`config.mk`:
```
export PLATFORM = sky130hd
export DESIGN_NAME = hazard_forward_unit
export DESIGN_NICKNAME = d
export VERILOG_FILES = /design/src/rtl/hazard_pkg.sv /design/src/rtl/forward_select.sv /design/src/rtl/hazard_forward_unit.sv
export SDC_FILE = /design/constraint.sdc
export NUM_CORES = 1
export LEC_CHECK = 0
export ABC_AREA = 1
export CAP_MARGIN = 25
export CORE_MARGIN = 2
export CORE_UTILIZATION = 45
export CTS_BUF_LIST = sky130_fd_sc_hd__clkbuf_2
export DETAILED_ROUTE_END_ITERATION = 10
export PLACE_DENSITY = 0.78
export SLEW_MARGIN = 20
export SYNTH_ARGS = -nofsm -noshare
export SYNTH_HDL_FRONTEND = slang
export SYNTH_SLANG_ARGS = --single-unit
```
`constraint.sdc`:
```
create_clock -name i_clk -period 1.7 [get_ports i_clk]
set_clock_uncertainty 0.2 [all_clocks]
set_input_delay 0.17 -clock i_clk [delete_from_list [all_inputs] [get_ports i_clk]]
set_output_delay 0.17 -clock i_clk [all_outputs]
set_load 0.05 [all_outputs]
```
`src/rtl/hazard_pkg.sv`:
```
// Shared encodings for the hazard/forwarding block: ALU operand forward
// selects and the stall-controller FSM states.
package hazard_pkg;

    typedef enum logic [1:0] {
        FWD_REG    = 2'b00,
        FWD_MEM_WB = 2'b01,
        FWD_EX_MEM = 2'b10
    } fwd_t;

    typedef enum logic [1:0] {
        IDLE     = 2'b00,
        LU_STALL = 2'b01,
        MEM_WAIT = 2'b10
    } state_t;

endpackage

```
`src/rtl/forward_select.sv`:
```
// Forward-select for one EX-stage source operand. The EX/MEM result wins over
// MEM/WB, and a load still in EX/MEM has no data yet so it never forwards.
module forward_select
    import hazard_pkg::*;
#(
    parameter int N_BITS_REG = 5
) (
    input  logic [N_BITS_REG-1:0] src,
    input  logic [N_BITS_REG-1:0] rd_ex_mem,
    input  logic [N_BITS_REG-1:0] rd_mem_wb,
    input  logic                  reg_write_ex_mem,
    input  logic                  mem_read_ex_mem,
    input  logic                  reg_write_mem_wb,
    output fwd_t                  fwd
);

    always_comb begin
        fwd = FWD_REG;
        if (reg_write_ex_mem && !mem_read_ex_mem &&
            rd_ex_mem != '0 && rd_ex_mem == src) begin
            fwd = FWD_EX_MEM;
        end else if (reg_write_mem_wb && rd_mem_wb != '0 && rd_mem_wb == src) begin
            fwd = FWD_MEM_WB;
        end
    end

endmodule

```
`src/rtl/hazard_forward_unit.sv`:
```
// Hazard unit for the 5-stage pipeline: operand forwarding, load-use stall
// sequencing, data-memory wait freeze with sticky timeout, and stall statistics.
module hazard_forward_unit
    import hazard_pkg::*;
#(
    parameter int N_BITS_REG = 5,
    parameter int N_SRC      = 2,
    parameter int LOAD_LAT   = 1,
    parameter int MAX_WAIT   = 255,
    parameter int N_BITS_CNT = 32
) (
    input  logic                        i_clk,
    input  logic                        i_reset,
    input  logic [N_SRC*N_BITS_REG-1:0] i_src_id,
    input  logic [N_SRC-1:0]            i_src_valid_id,
    input  logic [N_SRC*N_BITS_REG-1:0] i_src_ex,
    input  logic [N_BITS_REG-1:0]       i_rd_ID_EX,
    input  logic [N_BITS_REG-1:0]       i_rd_EX_MEM,
    input  logic [N_BITS_REG-1:0]       i_rd_MEM_WB,
    input  logic                        i_regWrite_ID_EX,
    input  logic                        i_regWrite_EX_MEM,
    input  logic                        i_regWrite_MEM_WB,
    input  logic                        i_memRead_ID_EX,
    input  logic                        i_memRead_EX_MEM,
    input  logic                        i_memAccess_EX_MEM,
    input  logic                        i_mem_ready,
    input  logic                        i_flush,
    output logic [2*N_SRC-1:0]          o_forward,
    output logic                        o_stall,
    output logic                        o_bubble,
    output logic                        o_freeze,
    output logic                        o_mem_timeout,
    output logic [N_BITS_CNT-1:0]       o_stall_cycles
);

    localparam int WAIT_W = $clog2(MAX_WAIT + 1);
    localparam int CNT_W  = 2;

    state_t              state, state_next, active_state;
    logic [CNT_W-1:0]    lu_cnt, lu_cnt_next;
    logic [WAIT_W-1:0]   wait_cnt, wait_next;
    logic                src_hit, load_use, mem_stall;

    for (genvar k = 0; k < N_SRC; k++) begin : g_fwd
        fwd_t fwd_sel;
        forward_select #(.N_BITS_REG(N_BITS_REG)) u_forward_select (
            .src              (i_src_ex[k*N_BITS_REG +: N_BITS_REG]),
            .rd_ex_mem        (i_rd_EX_MEM),
            .rd_mem_wb        (i_rd_MEM_WB),
            .reg_write_ex_mem (i_regWrite_EX_MEM),
            .mem_read_ex_mem  (i_memRead_EX_MEM),
            .reg_write_mem_wb (i_regWrite_MEM_WB),
            .fwd              (fwd_sel)
        );
        assign o_forward[2*k +: 2] = fwd_sel;
    end

    always_comb begin
        src_hit = 1'b0;
        for (int k = 0; k < N_SRC; k++) begin
            if (i_src_valid_id[k] && i_src_id[k*N_BITS_REG +: N_BITS_REG] == i_rd_ID_EX) begin
                src_hit = 1'b1;
            end
        end
    end

    assign load_use  = i_memRead_ID_EX && i_regWrite_ID_EX && (i_rd_ID_EX != '0) && src_hit;
    assign mem_stall = i_memAccess_EX_MEM && !i_mem_ready;

    // Once a freeze lifts, behave as whichever state it interrupted; a
    // non-zero load-use count means bubbles were still owed.
    assign active_state = (state == MEM_WAIT) ? ((lu_cnt != '0) ? LU_STALL : IDLE) : state;

    always_ff @(posedge i_clk or posedge i_reset) begin
        if (i_reset) begin
            state  <= IDLE;
            lu_cnt <= '0;
        end else begin
            state  <= state_next;
            lu_cnt <= lu_cnt_next;
        end
    end

    always_comb begin
        state_next  = active_state;
        lu_cnt_next = lu_cnt;
        if (mem_stall) begin
            state_next = MEM_WAIT;
        end else if (i_flush) begin
            state_next  = IDLE;
            lu_cnt_next = '0;
        end else begin
            case (active_state)
                LU_STALL: begin
                    lu_cnt_next = lu_cnt - CNT_W'(1);
                    if (lu_cnt == CNT_W'(1)) begin
                        state_next = IDLE;
                    end
                end
                default: begin
                    if (load_use && LOAD_LAT > 1) begin
                        state_next  = LU_STALL;
                        lu_cnt_next = CNT_W'(LOAD_LAT - 1);
                    end
                end
            endcase
        end
    end

    always_comb begin
        o_freeze = 1'b0;
        o_stall  = 1'b0;
        o_bubble = 1'b0;
        if (!i_reset) begin
            if (mem_stall) begin
                o_freeze = 1'b1;
            end else if (!i_flush && (active_state == LU_STALL || load_use)) begin
                o_stall  = 1'b1;
                o_bubble = 1'b1;
            end
        end
    end

    always_comb begin
        wait_next = '0;
        if (mem_stall) begin
            wait_next = (wait_cnt == WAIT_W'(MAX_WAIT)) ? wait_cnt : wait_cnt + WAIT_W'(1);
        end
    end

    // The timeout latches and stays set; the freeze itself keeps going.
    always_ff @(posedge i_clk or posedge i_reset) begin
        if (i_reset) begin
            wait_cnt       <= '0;
            o_mem_timeout  <= 1'b0;
            o_stall_cycles <= '0;
        end else begin
            wait_cnt <= wait_next;
            if (mem_stall && wait_next == WAIT_W'(MAX_WAIT)) begin
                o_mem_timeout <= 1'b1;
            end
            if ((o_stall || o_freeze) && o_stall_cycles != '1) begin
                o_stall_cycles <= o_stall_cycles + N_BITS_CNT'(1);
            end
        end
    end

endmodule
```
==> impl_metrics.json, run 1 <==
{
  "routabilityCongestion": 0.9250,
  "gr_util_met3": 0.06556,
  "min-delay-start": "i_flush",
  "dr.first_iter.drc_count": 658,
  "arrival_time_of_the_worst_setup_path_ps": 2540,
  "timing.max_cap.violations": 0,
  "p_leak_nw": 3.067,
  "detail_route.vias_per_cell": 6.033,
  "synthDistinctLibCells": 32,
  "timing.final.max_slew_violations": 0,
  "busiest_layer_in_global_routing": "met2",
  "critical_path.top_delay_family": "simple AND/OR/NAND/NOR gates",
  "syn-num-nets": 534,
  "netSwitchingFraction": 0.3637,
  "regToRegStartpoint": "o_stall_cycles[2]",
  "violations_in_the_final_reports": "negative setup slack",
  "tritoncts_num_sinks": 45,
  "final.fill_count": 288,
  "yosys-mux-area-fraction": 0,
  "postSynth.topFlopCell": "dfrtp_1",
  "unrepaired_setup_endpoints_after_global_routing": "yes",
  "antenna_found_initial": 0,
  "max_freq_ghz": 0.4377,
  "floorplan.initialDensity": 0.4582,
  "yosys.area_share.xor_xnor": 0.1252,
  "clock_tree_from_tritoncts": "built",
  "cp_slowest_stage_delay_ps": 490,
  "cts_htree_levels": 2,
  "synth.most_common_cell": "nand2_1",
  "final_period_minus_worst_setup_slack_ps": 2284,
  "worstHoldPathType": "input pin to flop",
  "internal_power_mw": 1.919,
  "grt_overflow_total": 0,
  "synth_cells": 483,
  "path_buf_inv": 2,
  "ir_worst_vdd_v": 0.0004450,
  "multiInputGateArea_um2": 2550,
  "drt_wl_total_mm": 17.04,
  "clockPowerShare": 0.217,
  "setup.worst_path.start_class": "flop",
  "part_of_the_total_power_dissipated_in_combinational_logic": 0.390,
  "cp.depth": 8,
  "clk_latency_ps": 490,
  "timing.hold.ws_ps": 229.8,
  "chipHeight_um": 89.48,
  "grt_usage": 0.3381,
  "synth_compound_gate_area_share": 0.02778,
  "die-area_um2": 8007,
  "worst-path-max-fanout": 4,
  "number_of_global_route_vias_before_repair": 4398,
  "routedWlPerCell_um": 21.29,
  "clkSlewWorstSetupHoldPaths_ps": 300,
  "area_growth_syn_to_layout_pct": 92.85,
  "post-route-worst-setup-slack_ps": -584.4,
  "synthArstFlopShare": 1.000,
  "min_delay_path_depth": 4,
  "worst-slew-pin-transition_ps": 639.7,
  "largest_net_degree_at_the_start_of_global_routing": 46,
  "post_synth_fa_ha_maj_area_fraction": 0.01522,
  "drtPass1Iterations": 6,
  "reg2regPathDepth": 8,
  "ff_latch_area_um2": 1151,
  "groute.layer.met1.usage": 0.3988,
  "post_synth_main_area_contributors": "dfrtp_1 34%, nand2_1 19%, xor2_1 8.8%",
  "combinational_family_with_the_most_area_after_synthesis": "simple AND/OR/NAND/NOR gates",
  "ys_top_cells_by_count": "165 x nand2_1, 52 x nand3_1, 51 x nor2_1, 47 x inv_1, 45 x dfrtp_1",
  "post_synth_instance_area_um2": 3288,
  "num-nets-final": 751,
  "root_buffer": "clkbuf_2",
  "hold-path-endpoint": "lu_cnt[0]",
  "layout-drive-gt1-share": 0.4736,
  "design.portCount": 87,
  "min_period_over_period": 1.344,
  "groute.layer.met2.usage": 0.5825,
  "critical-path-slowest-cell": "dfrtp_2",
  "synthSimpleGateAreaFrac": 0.4117,
  "die_width_um": 89.48,
  "switchingPower_mw": 1.097,
  "regToRegEndpoint": "o_stall_cycles[10]",
  "setup_total_negative_slack_ps": -16850,
  "timing.slew.headroom": 0.5691,
  "global_route_wire_length_before_repair_mm": 20.74,
  "report.final.setup_viol": 47,
  "synth.avg_cell_area_um2": 6.808,
  "worst_ep_required_time_ps": 1950,
  "status": "finished, violations left",
  "power-per-cell-area_nw_per_um2": 475.7,
  "placementRows": 31,
  "cts_inserted_buffers": 5,
  "postSynthRegisterBits": 45,
  "ctsLongestPathBuffers": 2,
  "reg2reg_setup_slack_ps": -580,
  "post-synth-top-area-cell": "dfrtp_1",
  "timing.final.hold_violations": 0,
  "core_area_um2": 7176,
  "power.share.sequential": 0.393,
  "timing_worst_setup_path_type": "flop to flop",
  "dp_hpwl_mm": 8.322,
  "synth_enable_flop_cells": 0,
  "antenna_left": 0,
  "synth_seq_area_share": 0.3425,
  "route.detailed.drc": 0,
  "detailroute.via_count": 4826,
  "insertedDiodeCount": 0,
  "crit_path_capture_type": "flop",
  "yosysTopAreaCellShare": 0.3425,
  "number_of_warnings_issued_by_yosys": 0,
  "portBuffers": 86,
  "crit_chain": "inv_1 -> nor3_2 -> nand2_1 -> nor2_1 -> buf_4 -> xor2_1 -> nand3_2 -> nand2_2"
}
## kinds of logic after synthesis
group                      after synthesis
DFF                                     45
buffers and inverters                   60
adders and majority gates                4
AOI/OAI and AO/OA                       16
and+or+nand+nor                        311
xor gates and xnor gates                47
## worst max path at each step
stage | slack (ps) | from | end
finish | -580 | o_stall_cycles[2] | o_stall_cycles[10]
global route | -790 | wait_cnt[0] | o_mem_timeout
CTS | -530 | lu_cnt[0] | o_bubble
detailed placement | -490 | i_rd_ID_EX[1] | o_stall_cycles[4]
global placement | -430 | i_rd_ID_EX[1] | o_stall_cycles[13]
floorplan | -210 | o_stall_cycles[9] | o_stall_cycles[15]
## flip-flops by register name (all words and copies together) (netlist names)
| register | cells |
|---|---|
| lu_cnt | 2 |
| o_mem_timeout | 1 |
| o_stall_cycles | 32 |
| state | 2 |
| wait_cnt | 8 |
## power groups by stage
stage / clock network [mW] / logic [mW] / registers (mW)
finish: 0.654 / 1.18 / 1.19
global route: 0.677 / 1.22 / 1.19
floorplan: 0 / 0.263 / 1.33
global placement: 0 / 0.935 / 1.19
CTS: 0.627 / 1.04 / 1.17
detailed placement: 0 / 0.964 / 1.19
## per-stage QoR
step	power, mW	setup WS (ps)	std cells	util	instance area, um^2
after CTS	2.838	-527.9	788	0.8333	5979
final	3.017	-584.4	800	0.8837	6341
after detailed placement	2.155	-494.8	757	0.7388	5301
after floorplan	1.596	-207.3	483	-	3406
after global placement	2.122	-427.6	757	0.7388	5301
after global routing	3.088	-786.2	800	0.8837	6341
## worst reg2reg max path, cell delays in order (launching register included)
cell and delay [ps]:
dfrtp_2 490, inv_1 90, nor3_2 380, nand2_1 220, nor2_1 300, buf_4 170
xor2_1 200, nand3_2 100, nand2_2 100
## cell usage in the layout, fill, tap and decap left out, types with 25 or more instances in the layout
master / netlist / final
nand2_1: 165 / 132
buf_4: 1 / 112
inv_1: 47 / 40
nor2_1: 51 / 40
buf_12: 0 / 33
xor2_1: 33 / 30
nand3_1: 52 / 26
nand2_2: 1 / 26
dfrtp_1: 45 / 25
## layer usage
layer / vias up / routed length [um] / share of wire
li1: 1975 / - / -
met1: 2200 / 5597 / 0.33
met2: 475 / 7869 / 0.46
met3: 176 / 2003 / 0.12
met4: 0 / 1564 / 0.092
met5: - / 0 / 0
## what timing repair did
| item | 4_1_cts | 5_1_grt |
|---|---|---|
| resized for setup | 118 | 94 |
| gates cloned | 7 | 1 |
| hold buffers | 1 | 0 |
| pin swaps | 47 | 38 |
| setup buffers | 15 | 13 |
| endpoints found under the setup margin | 40 | 47 |
| hold endpoints to repair | 36 | 0 |
## area by class of cell
class / count / share of cell area
Timing Repair Buffer: 217 / 0.3562
Clock buffer: 5 / 0.003946
Inverter: 50 / 0.03019
Tap cell: 99 / 0.01953
Clock inverter: 3 / 0.006511
Multi-Input combinational cell: 381 / 0.4021
Sequential cell: 45 / 0.1815
Note: power is estimated with default switching activity, not from simulation.
==> run 2, diff against run 1 <==
--- a/config.mk
+++ b/config.mk
@@ -10,6 +10,7 @@
 export CORE_MARGIN = 2
 export CORE_UTILIZATION = 45
 export CTS_BUF_LIST = sky130_fd_sc_hd__clkbuf_2
+export CTS_CLUSTER_DIAMETER = 50
 export DETAILED_ROUTE_END_ITERATION = 10
 export PLACE_DENSITY = 0.78
 export SLEW_MARGIN = 20
==> constraint.sdc (replaced) <==
create_clock -name i_clk -period 2 [get_ports i_clk]
set_clock_uncertainty 0.2 [all_clocks]
set_input_delay 0.2 -clock i_clk [delete_from_list [all_inputs] [get_ports i_clk]]
set_output_delay 0.2 -clock i_clk [all_outputs]
set_load 0.05 [all_outputs]
==> run 2 against run 1 <==
Compared with the run above:
- the flow still finishes with violations (negative setup slack)
- total power shrank 28%
- sequential power shrank 15%
- global-route usage shrank 9.3 points
- core utilization shrank 16 points
- flip-flop and latch count is the same
- critical path depth grew 3
- hold slack is essentially flat
- wire length shrank 32%
- combinational power shrank 35%
- via count shrank 18%
- critical endpoint is now o_bubble
- largest power group unchanged
==> impl_metrics.json, run 2 (same netlist as run 1, synthesis figures left out) <==
{
  "status": "finished, violations left",
  "violations_in_the_final_reports": "negative setup slack",
  "largest_register_ff_count": 32,
  "power-per-cell-area_nw_per_um2": 414.9,
  "largestRegisters": "o_stall_cycles: 32 flops, wait_cnt: 8 flops",
  "setup.worst_path.start_class": "flop",
  "cts_htree_levels": 2,
  "final.fill_count": 512,
  "dr.first_iter.drc_count": 385,
  "setup_total_negative_slack_ps": -806.0,
  "ctsLongestPathBuffers": 2,
  "worst_ep_required_time_ps": 1600,
  "routedWlPerCell_um": 16.13,
  "ir_worst_vdd_v": 0.0002617,
  "path_buf_inv": 6,
  "report.power.total_mw": 2.168,
  "die-area_um2": 8007,
  "cts_inserted_buffers": 5,
  "path_common_cell": "inv_2",
  "clk_latency_ps": 430,
  "crit_path_capture_type": "primary output",
  "layout.cells.most_common_list": "155 x nand2_1, 61 x buf_4, 43 x nor2_1, 41 x inv_1, 33 x xor2_1",
  "core_area_um2": 7176,
  "portBuffers": 86,
  "cp_slowest_stage_delay_ps": 440,
  "final_common_cell": "nand2_1",
  "report.final.setup_viol": 19,
  "root_buffer": "clkbuf_2",
  "critical-path-slowest-cell": "dfrtp_1",
  "antenna_found_initial": 0,
  "final_cells": 723,
  "largest_net_degree_at_the_start_of_global_routing": 41,
  "min_period_over_period": 1.139,
  "critical_path.top_delay_family": "buffers and inverters",
  "antenna_left": 0,
  "floorplan.initialDensity": 0.4582,
  "worstHoldPathType": "input pin to flop",
  "detailed_place.area_um2": 4493,
  "detailroute.via_count": 3955,
  "detail_route.vias_per_cell": 5.470,
  "clkSlewWorstSetupHoldPaths_ps": 220,
  "area_growth_syn_to_layout_pct": 58.90,
  "post-route-worst-setup-slack_ps": -278.9,
  "worst-path-max-fanout": 2,
  "timing.final.hold_violations": 0,
  "largest_register": "o_stall_cycles",
  "arrival_time_of_the_worst_setup_path_ps": 1880,
  "timing.final.max_slew_violations": 0,
  "global_route_wire_length_before_repair_mm": 15.32,
  "p_leak_nw": 2.574,
  "unrepaired_setup_endpoints_after_global_routing": "yes",
  "placementRows": 31,
  "number_of_global_route_vias_before_repair": 3332,
  "design.portCount": 87,
  "crit_chain": "inv_2 -> ha_4 -> inv_2 -> a21oi_4 -> nor2_4 -> inv_2 -> nand2_2 -> nand2_2 -> buf_6 -> clkinvlp_4 -> buf_12",
  "tritoncts_num_sinks": 45,
  "route.detailed.drc": 0,
  "layout-drive-gt1-share": 0.2869,
  "drtPass1Iterations": 5,
  "routabilityCongestion": 0.9437,
  "timing_worst_setup_path_type": "flop to primary output",
  "place.detailed.instances": 683,
  "drt_wl_total_mm": 11.66,
  "final_period_minus_worst_setup_slack_ps": 2279,
  "max_freq_ghz": 0.4388,
  "clock_tree_from_tritoncts": "built",
  "timing.max_cap.violations": 0,
  "finalInstanceArea_um2": 5225,
  "dp_hpwl_mm": 7.099,
  "insertedDiodeCount": 0,
  "worst-slew-pin-transition_ps": 500.2,
  "timing.slew.headroom": 0.6679,
  "die_width_um": 89.48,
  "grt_overflow_total": 0,
  "num-nets-final": 674,
  "grt_usage": 0.2447,
  "chipHeight_um": 89.48
}
## run 2: cell count changes in the layout (fill, tap and decap cells not counted), moves of 10 or more
cell / delta
buf_12: -20
buf_4: -51
buf_6: -13
clkbuf_2: -10
nand2_1: +23
nand2_2: -17
## run 2: path summary, 6_finish.rpt
kind | from | endpoint | slack (ps) | cells after the start
setup reg to reg | o_stall_cycles[1] | o_stall_cycles[24] | -60 | 8
hold / removal | i_flush | state[1] | 230 | 2
hold reg to reg | o_mem_timeout | o_mem_timeout | 290 | 2
setup / recovery | lu_cnt[0] | o_bubble | -280 | 11
min in group asynchronous | i_reset | wait_cnt[5] | 380 | 3
max in group asynchronous | i_reset | o_stall_cycles[15] | 760 | 4
## run 2: what timing repair did
action                                  4_1_cts  5_1_grt
endpoints found under the setup margin       23       37
gates resized for setup                      44       59
hold buffers                                  1        0
gates cloned                                  4        3
buffers inserted                             10       17
pin swaps                                    14       46
endpoints found under the hold margin         5        0
## run 2: area by class of cell
type / count / area [um^2] / share of cell area
multi-input cells: 381 / 2256 / 0.4318
repair buffers: 140 / 1465 / 0.2804
flip-flops and latches: 45 / 1146 / 0.2193
inverters: 50 / 193.9 / 0.03712
well taps: 99 / 123.9 / 0.02371
clock buffers: 6 / 30.03 / 0.005747
clock inverters: 2 / 10.01 / 0.001916
## run 2: metal layers
layer	track usage	share of wire	vias to the layer above
met4	0.06784	0.026	0
met5	0	0	-
met1	0.3163	0.37	1857
li1	-	-	1817
met3	0.04524	0.097	46
met2	0.4195	0.51	235
## run 2: stage by stage
step	hold WS [ps]	utilization	worst slack [ps]
floorplan	108.1	-	3.433
global placement	250.5	0.6262	-149.0
detailed placement	256.6	0.6262	-229.2
CTS	190.7	0.6677	-299.8
global route	203.1	0.7282	-355.8
finish	229.9	0.7282	-278.9
## run 2: worst reg2reg max path, cell delays in order (launching register included)
cell     delay (ps)
dfrtp_2         500
ha_4            210
nand3_4         140
inv_1            90
nand2_1         130
nor3_1          350
xor2_1          230
nand3_2         100
nand2_1          60
## run 2: report_power, final
part	switching [mW]	total [mW]	leakage, nW	internal [mW]
registers	0.0602	1.01	0.591	0.953
logic	0.425	0.764	1.95	0.339
clock network	0.303	0.391	0.0327	0.0878
